$ cat src/rtl/pipe_hazard_ctrl.sv
// pipe_hazard_ctrl: hazard and sequencing controller for the 5-stage pipeline.
// Decides each cycle whether PC, IF/ID and ID/EX advance, hold or get
// flushed/bubbled. It covers load-use stalls, taken-beq flushes and
// multi-cycle multiply occupancy.
// Optional feature macro: PIPE_HAZARD_FWD_EN.
//   Defined:   EX operand forwarding selects are generated, and only
//              load-use hazards stall.
//   Undefined: fwd_a/fwd_b are tied to 00, and every EX/MEM RAW hazard
//              stalls until the register file write-back.
`timescale 1ns/1ps
module pipe_hazard_ctrl #(
  parameter int MUL_CYCLES = 4,
  parameter int CNT_W      = 16
) (
  input  logic             clk,
  input  logic             rst_n,
  input  logic             id_valid,
  input  logic [4:0]       id_ra,
  input  logic [4:0]       id_rb,
  input  logic             id_uses_rb,
  input  logic             id_is_mul,
  input  logic [4:0]       ex_dst,
  input  logic             ex_wen,
  input  logic             ex_is_load,
  input  logic [4:0]       mem_dst,
  input  logic             mem_wen,
  input  logic             branch,
  input  logic             zero,
  output logic             pc_en,
  output logic             ifid_en,
  output logic             ifid_flush,
  output logic             idex_en,
  output logic             idex_bubble,
  output logic             mul_start,
  output logic [1:0]       fwd_a,
  output logic [1:0]       fwd_b,
  output logic             busy,
  output logic [CNT_W-1:0] stall_cnt
);

  localparam int MC_W = $clog2(MUL_CYCLES) + 1;

  typedef enum logic {RUN, MUL_WAIT} state_t;

  state_t          state, state_nxt;
  logic [MC_W-1:0] mc_cnt, mc_cnt_nxt;

  logic taken;
  logic ex_ra, ex_rb, mem_ra, mem_rb;
  logic hz_ex, hz_mem, stall;

  // Register match detection; $0 never produces a hazard
  always_comb begin : hazard_detect
    taken  = branch & zero;
    ex_ra  = ex_wen & (ex_dst != '0) & (ex_dst == id_ra);
    ex_rb  = id_uses_rb & ex_wen & (ex_dst != '0) & (ex_dst == id_rb);
    mem_ra = mem_wen & (mem_dst != '0) & (mem_dst == id_ra);
    mem_rb = id_uses_rb & mem_wen & (mem_dst != '0) & (mem_dst == id_rb);
    hz_ex  = ex_ra | ex_rb;
    hz_mem = mem_ra | mem_rb;
  end

`ifdef PIPE_HAZARD_FWD_EN
  logic [1:0] fwd_a_d, fwd_b_d;
  logic [1:0] fwd_a_q, fwd_b_q;

  // Only a load in EX cannot be forwarded in time
  always_comb begin : stall_gen
    stall   = id_valid & ex_is_load & hz_ex;
    fwd_a_d = ex_ra ? 2'b01 : (mem_ra ? 2'b10 : 2'b00);
    fwd_b_d = ex_rb ? 2'b01 : (mem_rb ? 2'b10 : 2'b00);
  end

  // Forwarding selects follow what ID/EX captures: load, clear on bubble, hold
  always_ff @(posedge clk) begin : fwd_reg
    if (!rst_n) begin
      fwd_a_q <= '0;
      fwd_b_q <= '0;
    end else if (idex_en) begin
      if (idex_bubble) begin
        fwd_a_q <= '0;
        fwd_b_q <= '0;
      end else begin
        fwd_a_q <= fwd_a_d;
        fwd_b_q <= fwd_b_d;
      end
    end
  end

  assign fwd_a = fwd_a_q;
  assign fwd_b = fwd_b_q;
`else
  logic unused_load_flag;

  // Without forwarding any EX/MEM producer must reach write-back first
  always_comb begin : stall_gen
    stall = id_valid & (hz_ex | hz_mem);
  end

  assign unused_load_flag = ex_is_load;
  assign fwd_a = '0;
  assign fwd_b = '0;
`endif

  // Next-state and pipeline enables; reset forces a held, flushed pipeline
  always_comb begin : fsm_comb
    state_nxt   = state;
    mc_cnt_nxt  = mc_cnt;
    pc_en       = 1'b1;
    ifid_en     = 1'b1;
    ifid_flush  = 1'b0;
    idex_en     = 1'b1;
    idex_bubble = 1'b0;
    mul_start   = 1'b0;
    if (!rst_n) begin
      pc_en       = 1'b0;
      ifid_en     = 1'b0;
      ifid_flush  = 1'b1;
      idex_bubble = 1'b1;
    end else begin
      case (state)
        RUN: begin
          if (taken) begin
            ifid_flush  = 1'b1;
            idex_bubble = 1'b1;
          end else if (stall) begin
            pc_en       = 1'b0;
            ifid_en     = 1'b0;
            idex_bubble = 1'b1;
          end else if (id_valid & id_is_mul) begin
            mul_start  = 1'b1;
            mc_cnt_nxt = MC_W'(MUL_CYCLES - 1);
            state_nxt  = MUL_WAIT;
          end
        end
        MUL_WAIT: begin
          pc_en      = 1'b0;
          ifid_en    = 1'b0;
          idex_en    = 1'b0;
          mc_cnt_nxt = mc_cnt - MC_W'(1);
          if (mc_cnt == MC_W'(1)) begin
            state_nxt = RUN;
          end
        end
        default: state_nxt = RUN;
      endcase
    end
  end

  // State and multiply occupancy counter
  always_ff @(posedge clk) begin : fsm_reg
    if (!rst_n) begin
      state  <= RUN;
      mc_cnt <= '0;
    end else begin
      state  <= state_nxt;
      mc_cnt <= mc_cnt_nxt;
    end
  end

  // Saturating count of cycles in which the PC was held
  always_ff @(posedge clk) begin : stall_counter
    if (!rst_n) begin
      stall_cnt <= '0;
    end else if (!pc_en && (stall_cnt != '1)) begin
      stall_cnt <= stall_cnt + CNT_W'(1);
    end
  end

  assign busy = (state == MUL_WAIT);

endmodule
$ cat config.mk
export PLATFORM = sky130hd
export DESIGN_NAME = pipe_hazard_ctrl
export DESIGN_NICKNAME = d
export VERILOG_FILES = /design/src/rtl/pipe_hazard_ctrl.sv
export SDC_FILE = /design/constraint.sdc
export NUM_CORES = 1
export LEC_CHECK = 0
export ABC_CLOCK_PERIOD_IN_PS = 2600
export BUFFER_PORTS_ARGS = -buffer_cell sky130_fd_sc_hd__buf_2
export CELL_PAD_IN_SITES_DETAIL_PLACEMENT = 0
export CELL_PAD_IN_SITES_GLOBAL_PLACEMENT = 2
export CORE_MARGIN = 5
export CORE_UTILIZATION = 27
export DETAILED_ROUTE_END_ITERATION = 8
export GPL_ROUTABILITY_DRIVEN = 0
export PLACE_DENSITY_LB_ADDON = 0.2
export SLEW_MARGIN = 20
export SYNTH_ARGS = -nofsm -noshare
export SYNTH_HDL_FRONTEND = slang
export SYNTH_SLANG_ARGS = --single-unit
$ cat constraint.sdc
create_clock -name clk -period 2.6 [get_ports clk]
set_input_delay 0.39 -clock clk [delete_from_list [all_inputs] [get_ports clk]]
set_output_delay 0.39 -clock clk [all_outputs]
set_load 0.05 [all_outputs]
After elaboration in Yosys (flattened, before gate mapping)
Cells that the tools add are included.
- $add $sub $neg: 2
- mux-type cells: 24
- reductions and logical operators: 5
- $mul: 0
- $lt $le $gt $ge: 0
- shift operators: 0
- equality and inequality tests: 9
- bitwise operators: 17
- div/mod/pow operators: 0
- operator list (cell ; count):
    $eq A5 B5 Y1 ; 4
    $mux W1 ; 18
    $add A16 B1 Y16 const B ; 1
    $ne A16 B16 Y1 const B ; 1
    $and A1 B1 Y1 ; 13
    $reduce_bool A5 Y1 ; 2
    $mux W3 ; 3
    $ne A2 B2 Y1 const B ; 3
    $pmux W3 S2 ; 1
    $pmux W1 S2 ; 2
    $eq A3 B1 Y1 const B ; 1
    $or A1 B1 Y1 ; 3
    $reduce_and A3 Y1 ; 1
    $sub A3 B1 Y3 const B ; 1
    $logic_and A1 B1 Y1 ; 1
    $logic_not A1 Y1 ; 1
    $not A1 Y1 ; 1
- memories kept: 0
- output and inout bits: 27
- bits in latches: 0
- register bits: 20
- word-level logic and storage cells: 60
- RAM bits: 0
- input bits: 30
- memory bits (read-only): 0

Logic depth before layout (Yosys ltp)
Gate-level depths: netlist of run 1.
- depth after elaboration: 12
- mapped depth: 8
- gate-level depth less buffers: 6

Worst setup path before layout of run 1
OpenSTA, ideal clock, no wires.
- path kind: flip-flop to output port
- start: reg state (netlist: busy)
- end: out idex_bubble
- path slack: -0.100 ns
- required time: 2.210 ns
- arrival time: 2.310 ns
- stages on the path, launching flop included: 4
- buffers on the path: 1
- path through: dfxtp_1 > clkbuf_1 > o21ai_0 > a31o_2
- cells in the longest elaborated chain, start to end: 2
- ends and longest elaborated chain (item ; line ; RTL):
    start: declaration ; 45 ; state_t state, state_nxt;
    start signal: assignment ; 156 ; state <= state_nxt;
    $mux W1 ; 121 ; case (state)
    $mux W1 ; 115 ; if (!rst_n) begin
    end: declaration ; 33 ; output logic idex_bubble,
Every way passes these cells.

Final worst setup path of run 1
- start: in mem_dst[1]
- end: out mul_start
- cells in the longest elaborated chain, start to end: 10
- elaborated cells on any way between the ends: 14
- classes of those cells: eq/ne (2); mux (4); bitwise (7); reduce/logical (1)
- ends and longest elaborated chain (item ; line ; RTL):
    start: declaration ; 25 ; input logic [4:0] mem_dst,
    $reduce_bool A5 Y1 ; 57, 58 ;
    $and A1 B1 Y1 (on tied branches) (2 in a row) ; 57, 58 ;
    $or A1 B1 Y1 (*) ; 60 ; hz_mem = mem_ra | mem_rb;
    $or A1 B1 Y1 (*) ; 97 ; stall = id_valid & (hz_ex | hz_mem);
    $and A1 B1 Y1 (*) ; 97 ;
    $mux W1 (*) ; 126 ; end else if (stall) begin
    $mux W1 (*) ; 123 ; if (taken) begin
    $mux W1 (*) ; 121 ;
    $mux W1 (*) ; 115 ;
    end: declaration ; 34 ; output logic mul_start,
Every way passes the cells marked *; elsewhere a longest branch is shown, timed or not.

==> run metrics, run 1 <==
crit path capture type=primary output; CTS H-Tree Depth=1; slowest CP cell=or4_1; CP max FO=3; Switching Fraction=between 30% and 40%; Clk Tree Root Cell=clkbuf_8; Fmax achieved=408 MHz; multi-input logic area=roughly 980 um2; asr flop ratio synth=0%; Clk pwr share=28.3%; Hold Crit Class=reg -> reg; via/cell ratio=4.79; Worst setup SP type=primary input; Antenna Nets Post-Route=0; pre-CTS WS=145 ps; Num CTS Buffers=3; Largest delay share family, worst path=simple AND/OR/NAND/NOR gates; Pint=between 0.0004 and 0.0005 W; RR Startpoint=stall_cnt[4]$_SDFFE_PN0P_; vias in the first global route=1347; clk slew on worst S/H paths=70 ps; worst hold margin=490 ps; Buf/Inv on CP=2; VDD IR-drop max=0.134 mV; CP max stage delay=between 500 and 600 ps; CP required=2210 ps; GRT Overall Usage=11.0%; I/O Buffers=between 50 and 60; hold depth=2; grt ovf=0; Max Cap Viol=0; leakage=0.776 nW; Top FF cell, synth=dfxtp_1; wire per inst=around 13 um; sequential share of power=44.1%; Ports=57; top post-synthesis cells by area=dfxtp_1, xor2_1, o211ai_1, nand2_1, nand2b_1; Initial DRC Count=70; antenna violations before repair=0; critical path arrival=2060 ps; average cell area after synthesis=8.25 um2; Clk Latency, worst-skew pair=between 200 and 300 ps; post-route clock period utilization=94.3%; outcome=finished, final reports clean; Final min period=roughly 2500 ps; FF/Latch Area=~400 um2; Residual DRC=0; reg2reg end=stall_cnt[0]$_SDFFE_PN0P_; top-area cell type share of the netlist area=between 20% and 30%; final clock skew=3.06 ps; Worst R2R Setup Slack=500 ps; final WL=3880 um; die extent in x=about 84 um; fraction of layout cells with a size suffix above 1=27.6%; CTS-repair resized insts=0; Final Core Density=between 30% and 40%; # diodes=0; CP Cell Sequence=buf_2 -> or4_1 -> o21ai_0 -> o22ai_1 -> nor3_1 -> and2_1 -> buf_2; Cell Area, Synth=0.00147 mm2; CTS tree=built; synth warn=0; Initial Util=28.2%; CTS max path bufs=2; largest area contributor in the netlist=dfxtp_1; Pwr Density=410 mW/mm2; sw power=0.000252 W; hpwl dp=3010 um; Post-CTS Hold Buffers=0; pin count of the biggest net entering global routing=29; Hold Path Sink=stall_cnt[1]$_SDFFE_PN0P_; Std-Cell Rows=26; first-pass GRT wire length=6470 um; Yosys reg bits=20; First-pass DRT Iterations=4; Fill cells=592; setup TNS=0 ps; nets=260; DIE AREA=0.00701 mm2; most used cell along the critical path=buf_2; Syn Inst Count=between 150 and 200; Final setup viols=0; Slew Viols, Final=0; final hold vios=0; setup ws final=148 ps; RSZ-0062 raised after global routing=no; kind of critical path=in -> out; post-CTS setup buffer count=0; Die Ht=83.7 um; area delta synth->final=23.0%; hold path start=stall_cnt[1]$_SDFFE_PN0P_; routed vias=1414; Core Box Area=between 0.005 and 0.006 mm2; count of different cell masters after synthesis=41; Worst Reg-to-Reg Cells=5; number of synthesized flops with an enable pin=0; clk sink count=20; Comb power frac=27.6%; sequential share of the synthesized area=27.3%
==> through the flow <==
| step | cells | total power, W | area, um2 |
|---|---|---|---|
| after floorplan | 181 | 0.000484 | 1480 |
| after global placement | 292 | 0.000543 | 1760 |
| after detailed placement | 292 | 0.000540 | 1760 |
| after CTS | 295 | 0.000753 | 1810 |
| after global routing | 295 | 0.000785 | 1810 |
| final | 295 | 0.000741 | 1810 |
==> power groups by stage <==
stage / Sequential, W / Clock, W / Combinational (W)
after detailed placement: 0.000334 / 0 / 0.000206
after CTS: 0.000327 / 0.000220 / 0.000207
final: 0.000327 / 0.000210 / 0.000204
after floorplan: 0.000351 / 0 / 0.000134
after global routing: 0.000329 / 0.000230 / 0.000226
after global placement: 0.000334 / 0 / 0.000208
==> area by class of cell <==
| cell class | instances | area share (%) |
|---|---|---|
| well taps | 70 | 4.85 |
| multi-input cells | 143 | 54.1 |
| flip-flops and latches | 20 | 22.2 |
| inverters | 4 | 0.832 |
| repair buffers | 55 | 15.8 |
| clock buffers | 3 | 2.29 |
==> cell usage after synthesis, types with 2 or more instances <==
| cell type | number |
|---|---|
| nand2_1 | 21 |
| dfxtp_1 | 20 |
| xor2_1 | 18 |
| nand2b_1 | 12 |
| o211ai_1 | 11 |
| o31ai_1 | 8 |
| nand4_1 | 7 |
| clkbuf_1 | 6 |
| a21oi_1 | 5 |
| and2_1 | 5 |
| buf_4 | 5 |
| mux2i_1 | 5 |
| and3_1 | 4 |
| inv_1 | 4 |
| nand3_1 | 4 |
| nor2_1 | 4 |
| ha_1 | 3 |
| nor3_1 | 3 |
| o21ai_0 | 3 |
| or4_1 | 3 |
| xnor2_1 | 3 |
| a21boi_0 | 2 |
| a32oi_1 | 2 |
| buf_6 | 2 |
| or4b_1 | 2 |
==> flip-flops by register name (all words and copies together), names as in the netlist <==
signal / cells
busy: 1
mc_cnt: 3
stall_cnt: 16
==> cells in the final DEF, fill, tap and decap left out, types with 7 or more instances in the layout <==
cell type   n
nand4_1     7
nand2_1    21
o31ai_1     8
nand2b_1   12
o211ai_1   11
dfxtp_1    20
xor2_1     18
buf_2      51
==> per-layer routing <==
layer  vias to the layer above  GRT usage [%]  share of wire (%)
met5                         -              0                  0
met4                         0           3.07               0.95
met3                         4           2.86                5.0
met2                        33           17.2                 44
met1                       644           15.0                 50
li1                        733              -                  -
==> how the worst max path moves through the flow <==
stage               start         to  cells after the start
3_5_place_dp   mem_dst[1]  mul_start                      7
3_3_place_gp   mem_dst[1]  mul_start                      7
4_1_cts        mem_dst[1]  mul_start                      7
5_1_grt         ex_dst[1]  mul_start                      7
6_report       mem_dst[1]  mul_start                      7
2_1_floorplan  mem_dst[1]      pc_en                      7
==> cell families (layout without fill, tap and decap cells) <==
group | count (synthesis) | in the layout | synth area share [%]
AOI/OAI and AO/OA | 40 | 40 | 20.5
xor gates and xnor gates | 21 | 21 | 12.5
adders and majority gates | 3 | 3 | 2.56
buffers and inverters | 18 | 62 | 6.99
DFF | 20 | 20 | 27.3
muxes | 5 | 5 | 3.41
other | 1 | 4 | 0.256
and+or+nand+nor | 70 | 70 | 26.5
==> worst register-to-register path: stages, from the launching register on <==
cell      delay, ps
dfxtp_1         430
and4_1          300
nand4_1         210
or3_1           620
a21boi_0        260
mux2i_1         170
Note: power is estimated with default switching activity, not from simulation.
==> run 2, diff against run 1 <==
==> constraint.sdc (replaced) <==
create_clock -name clk -period 2.6 [get_ports clk]
set_input_delay 0.13 -clock clk [delete_from_list [all_inputs] [get_ports clk]]
set_output_delay 0.13 -clock clk [all_outputs]
set_load 0.05 [all_outputs]
==> run 2 against run 1 <==
- clock skew rose by 0.64 ps
- worst hold slack got worse by 270 ps
- via count barely moved
- first-iteration DRC count fell by 26%
- maximum frequency rose by 15%
- sequential power barely moved
- utilization rose by 0.12 points
- worst setup slack improved by 310 ps
- sequential share of layout area fell by 0.077 points
- highest routed layer unchanged
==> run metrics, run 2 (synthesized netlist as in run 1, its figures left out) <==
routed vias=1413 (-0.071%); setup ws final=463 ps (+315 ps); Clk pwr share=31.7% (+3.4 points); VDD IR-drop max=0.195 mV (+45%); post-route clock period utilization=82.2% (-12 points); Final setup viols=0 (unchanged); Comb power frac=26.1% (-1.5 points); crit path capture type=flip-flop; design area=0.00181 mm2 (+0.35%); Slew Viols, Final=0 (unchanged); CP required=2740 ps (+530 ps); die extent in x=83.7 um (unchanged); Initial Util=28.2% (unchanged); Worst setup SP type=flip-flop; wire per inst=13.3 um (+0.85%); Worst Reg-to-Reg Cells=5 (unchanged); Ports=57 (unchanged); Final min period=2140 ps (-315 ps); hpwl dp=3050 um (+1.5%); area delta synth->final=23.4%; Switching Fraction=33.0% (-1.0 points); final hold vios=0 (unchanged); kind of critical path=reg -> reg; CTS max path bufs=2 (unchanged); Core Box Area=0.00520 mm2 (unchanged); Initial DRC Count=52 (-26%); # diodes=0 (unchanged); Fill cells=572 (-3.4%); multi-input logic area=976 um2 (unchanged); CTS-repair resized insts=0 (unchanged); Die Ht=83.7 um (unchanged); hold depth=4 (+2); Antenna Nets Post-Route=0 (unchanged); Post-CTS Hold Buffers=0 (unchanged); via/cell ratio=4.79 (about the same); setup TNS=0 ps (unchanged); CP max FO=14 (+11); clk slew on worst S/H paths=80 ps (about the same); Largest register FFs=16 (unchanged); Std-Cell Rows=26 (unchanged); FF/Latch Area=400 um2 (unchanged); CP Cell Sequence=and4_1 -> nand4_1 -> or3_1 -> a21boi_0 -> mux2i_1; CP max stage delay=640 ps (+70 ps); most frequent cells in the layout=buf_2, nand2_1, dfxtp_1; grt ovf=0 (unchanged); outcome=finished, final reports clean; final clock skew=3.70 ps (+0.642 ps); Clk Tree Root Cell=clkbuf_8; Final Core Density=34.8% (+0.12 points); hold path start=id_is_mul; critical path arrival=2280 ps (+220 ps); most common cell after layout, fill and taps aside=buf_2; final WL=3910 um (+0.85%); Num CTS Buffers=3 (unchanged); Residual DRC=0 (unchanged); Fmax achieved=468 MHz (+15%); GRT Overall Usage=11.3% (+0.27 points); clk sink count=20 (unchanged); first-pass GRT wire length=6730 um (+4.2%); CP startpoint=stall_cnt[4]$_SDFFE_PN0P_; CTS H-Tree Depth=1 (unchanged); antenna violations before repair=0 (unchanged); post-CTS setup buffer count=0 (unchanged); slowest CP cell=or3_1; Largest delay share family, worst path=simple AND/OR/NAND/NOR gates; sequential share of power=42.2% (-1.9 points); Largest Register=stall_cnt; leakage=0.778 nW (+0.24%); DIE AREA=0.00701 mm2 (unchanged); fraction of layout cells with a size suffix above 1=27.6% (unchanged); I/O Buffers=51 (unchanged); pin count of the biggest net entering global routing=30 (+3.4%); vias in the first global route=1417 (+5.2%); nets=259 (-0.38%); sw power=0.000255 W (+1.3%); placed cell areas=0.00176 mm2 (-0.43%); Max Cap Viol=0 (unchanged); Crit path depth=5 (-2); pre-CTS WS=478 ps (+333 ps); RR Startpoint=stall_cnt[4]$_SDFFE_PN0P_; Buf/Inv on CP=0 (-2); CTS tree=built; Clk Latency, worst-skew pair=260 ps (about the same); RSZ-0062 raised after global routing=no; Hold Crit Class=in -> reg; Pwr Density=427 mW/mm2 (+4.1%); Pint=0.000519 W (+6.1%); First-pass DRT Iterations=4 (unchanged)
[run 2: final timing paths]
kind / to / slack (ps)
hold / removal: mc_cnt[2]$_SDFFE_PN0P_ / 220
setup reg to reg: stall_cnt[1]$_SDFFE_PN0P_ / 460
hold reg to reg: stall_cnt[1]$_SDFFE_PN0P_ / 490
setup / recovery: stall_cnt[1]$_SDFFE_PN0P_ / 460
[run 2: through the flow]
stage          hold WS, ps  cells  power [W]
6_report               216    295   0.000774
3_3_place_gp           486    291   0.000540
3_5_place_dp           483    291   0.000539
4_1_cts                220    295   0.000793
5_1_grt                256    295   0.000826
2_1_floorplan          296    181   0.000484
[run 2: power by group through the flow]
stage | clock [W] | combinational, W | sequential [W]
finish | 0.000246 | 0.000202 | 0.000327
global route | 0.000268 | 0.000227 | 0.000330
CTS | 0.000260 | 0.000205 | 0.000327
detailed placement | 0 | 0.000204 | 0.000334
global placement | 0 | 0.000206 | 0.000335
floorplan | 0 | 0.000133 | 0.000351
[run 2: layout make-up]
cell class	instances	share of cell area, %
inverter	4	0.829
timing repair buffer	54	15.3
clock buffer	4	3.04
sequential	20	22.1
tap	70	4.83
multi-input combinational	143	53.9
[run 2: metal layers]
metal | vias to the layer above | part of all wire (%) | track usage [%]
met5 | - | 0 | 0
met4 | 0 | 0.51 | 2.63
met3 | 2 | 5.3 | 2.57
met2 | 32 | 45 | 17.9
met1 | 641 | 49 | 15.6
li1 | 738 | - | -
[run 2: worst register-to-register path, stage by stage, from the launching register on]
cell	delay, ps
dfxtp_1	430
and4_1	300
nand4_1	210
or3_1	640
a21boi_0	260
mux2i_1	170
==> run 3, diff against run 2 <==
ABC_CLOCK_PERIOD_IN_PS = 2000   (was 2600)
clock period = 2 ns   (was 2.6 ns; I/O delays follow)
==> run 3 against run 2 <==
- via count is 5.1% higher
- critical path depth increased by 1
- non-clock buffer count grew 17
- utilization is 2.5 points higher
- sequential share of layout area fell by 1.0 points
- first-iteration DRC count shrank 9.6%
- clock power is 9.8% higher
- clock-buffer cell count fell by 1
- sequential cell count did not move
- combinational power rose by 38%
- final area rose by 7.0%
- critical path type is now in -> out
==> run metrics, run 3 (synthesized netlist as in run 1, its figures left out) <==
Final Core Density=37.3% (+2.5 points); CTS max path bufs=2 (unchanged); wire per inst=12.8 um (-3.1%); CTS H-Tree Depth=1 (unchanged); critical path arrival=1800 ps (-480 ps); Final setup viols=0 (unchanged); crit path capture type=primary output; Slew Viols, Final=0 (unchanged); Worst setup SP type=primary input; Ports=57 (unchanged); fraction of layout cells with a size suffix above 1=35.7% (+8.1 points); Hold Crit Class=in -> reg; die extent in x=83.7 um (unchanged); final hold vios=0 (unchanged); most used cell along the critical path=buf_2; clk sink count=20 (unchanged); Antenna Nets Post-Route=0 (unchanged); most frequent cells in the layout=buf_2, nand2_1, buf_4; leakage=0.861 nW (+11%); clk slew on worst S/H paths=70 ps (about the same); hpwl dp=3300 um (+8.0%); first-pass GRT wire length=6700 um (-0.52%); Num CTS Buffers=3 (unchanged); Largest Register=stall_cnt; Post-CTS Hold Buffers=0 (unchanged); final clock skew=1.91 ps (-1.79 ps); GRT Overall Usage=11.4% (+0.045 points); Core Box Area=0.00520 mm2 (unchanged); RR Startpoint=stall_cnt[0]$_SDFFE_PN0P_; Final min period=1900 ps; grt ovf=0 (unchanged); slowest CP cell=or4_1; DIE AREA=0.00701 mm2 (unchanged); nets=276 (+6.6%); most common cell after layout, fill and taps aside=buf_2; Worst R2R Setup Slack=160 ps (-300 ps); Initial DRC Count=47 (-9.6%); Hold Path Sink=stall_cnt[6]$_SDFFE_PN0P_; kind of critical path=in -> out; via/cell ratio=4.77 (-0.31%); Max Cap Viol=0 (unchanged); post-route clock period utilization=95.0%; Pwr Density=503 mW/mm2 (+18%); Clk Latency, worst-skew pair=260 ps (about the same); post-CTS setup buffer count=0 (unchanged); area delta synth->final=32.1%; hold depth=3 (-1); Initial Util=28.2% (unchanged); Die Ht=83.7 um (unchanged); Worst Reg-to-Reg Cells=6 (+1); outcome=finished, final reports clean; CP required=1900 ps (-840 ps); hold path start=rst_n; # diodes=0 (unchanged); Std-Cell Rows=26 (unchanged); CTS-repair resized insts=0 (unchanged); VDD IR-drop max=0.229 mV (+18%); Largest register FFs=16 (unchanged); I/O Buffers=51 (unchanged); CP max stage delay=570 ps (-70 ps); First-pass DRT Iterations=4 (unchanged); CTS tree=built; CP Cell Sequence=buf_2 -> or4_1 -> o211ai_1 -> o221a_1 -> and2_1 -> buf_2; CP max FO=5 (-9); placed cell areas=0.00189 mm2 (+7.8%); antenna violations before repair=0 (unchanged); Fmax achieved=526 MHz; final WL=3990 um (+2.1%); Clk Tree Root Cell=clkbuf_8; pin count of the biggest net entering global routing=24 (-20%); routed vias=1485 (+5.1%); reg2reg end=stall_cnt[13]$_SDFFE_PN0P_; Residual DRC=0 (unchanged); RSZ-0062 raised after global routing=yes; design area=0.00194 mm2 (+7.0%); vias in the first global route=1439 (+1.6%)
## run 3: layout make-up
class	count	area (um2)
Inverter	4	15.0
Timing Repair Buffer	71	405
Multi-Input combinational cell	143	981
Tap cell	70	87.6
Sequential cell	20	409
Clock buffer	3	41.3
Fill cell	587	3270
## run 3: power by group
part,total (W),internal (W),switching (W)
clock network,0.000270,0.000134,0.000135
logic,0.000279,0.000102,0.000177
registers,0.000426,0.000412,0.0000140
total,0.000975,0.000648,0.000326
## run 3: stage by stage
step                hold WS (ps)  power [W]  TNS [ps]  worst slack (ps)  cells
floorplan                    266   0.000630         0              1.44    181
global placement             467   0.000718         0              28.2    308
detailed placement           478   0.000717         0              15.6    308
CTS                          267   0.000996         0              68.9    311
global route                 290    0.00104     -13.9             -7.12    311
finish                       261   0.000975         0              99.6    311
## run 3: routing by layer
layer	vias up	track usage (%)	routed length, um
li1	767	-	-
met1	683	14.2	1900
met2	31	18.7	1820
met3	4	3.06	220
met4	0	3.95	53
met5	-	0	0
## run 3: how the worst max path moves through the flow
stage	to	depth (start not counted)	startpoint	slack (ps)
final	pc_en	6	ex_dst[1]	100
after global routing	pc_en	6	mem_dst[1]	-7
after CTS	pc_en	6	ex_dst[1]	70
after detailed placement	stall_cnt[12]$_SDFFE_PN0P_	8	ex_dst[4]	20
after global placement	stall_cnt[12]$_SDFFE_PN0P_	8	ex_dst[4]	30
after floorplan	stall_cnt[14]$_SDFFE_PN0P_	7	stall_cnt[1]$_SDFFE_PN0P_	1
## run 3: worst max-delay path, delay by kind of cell
kind                   cells  cell delay [ps]
AOI/OAI and AO/OA          2              450
buffers and inverters      2              430
and+or+nand+nor            2              820
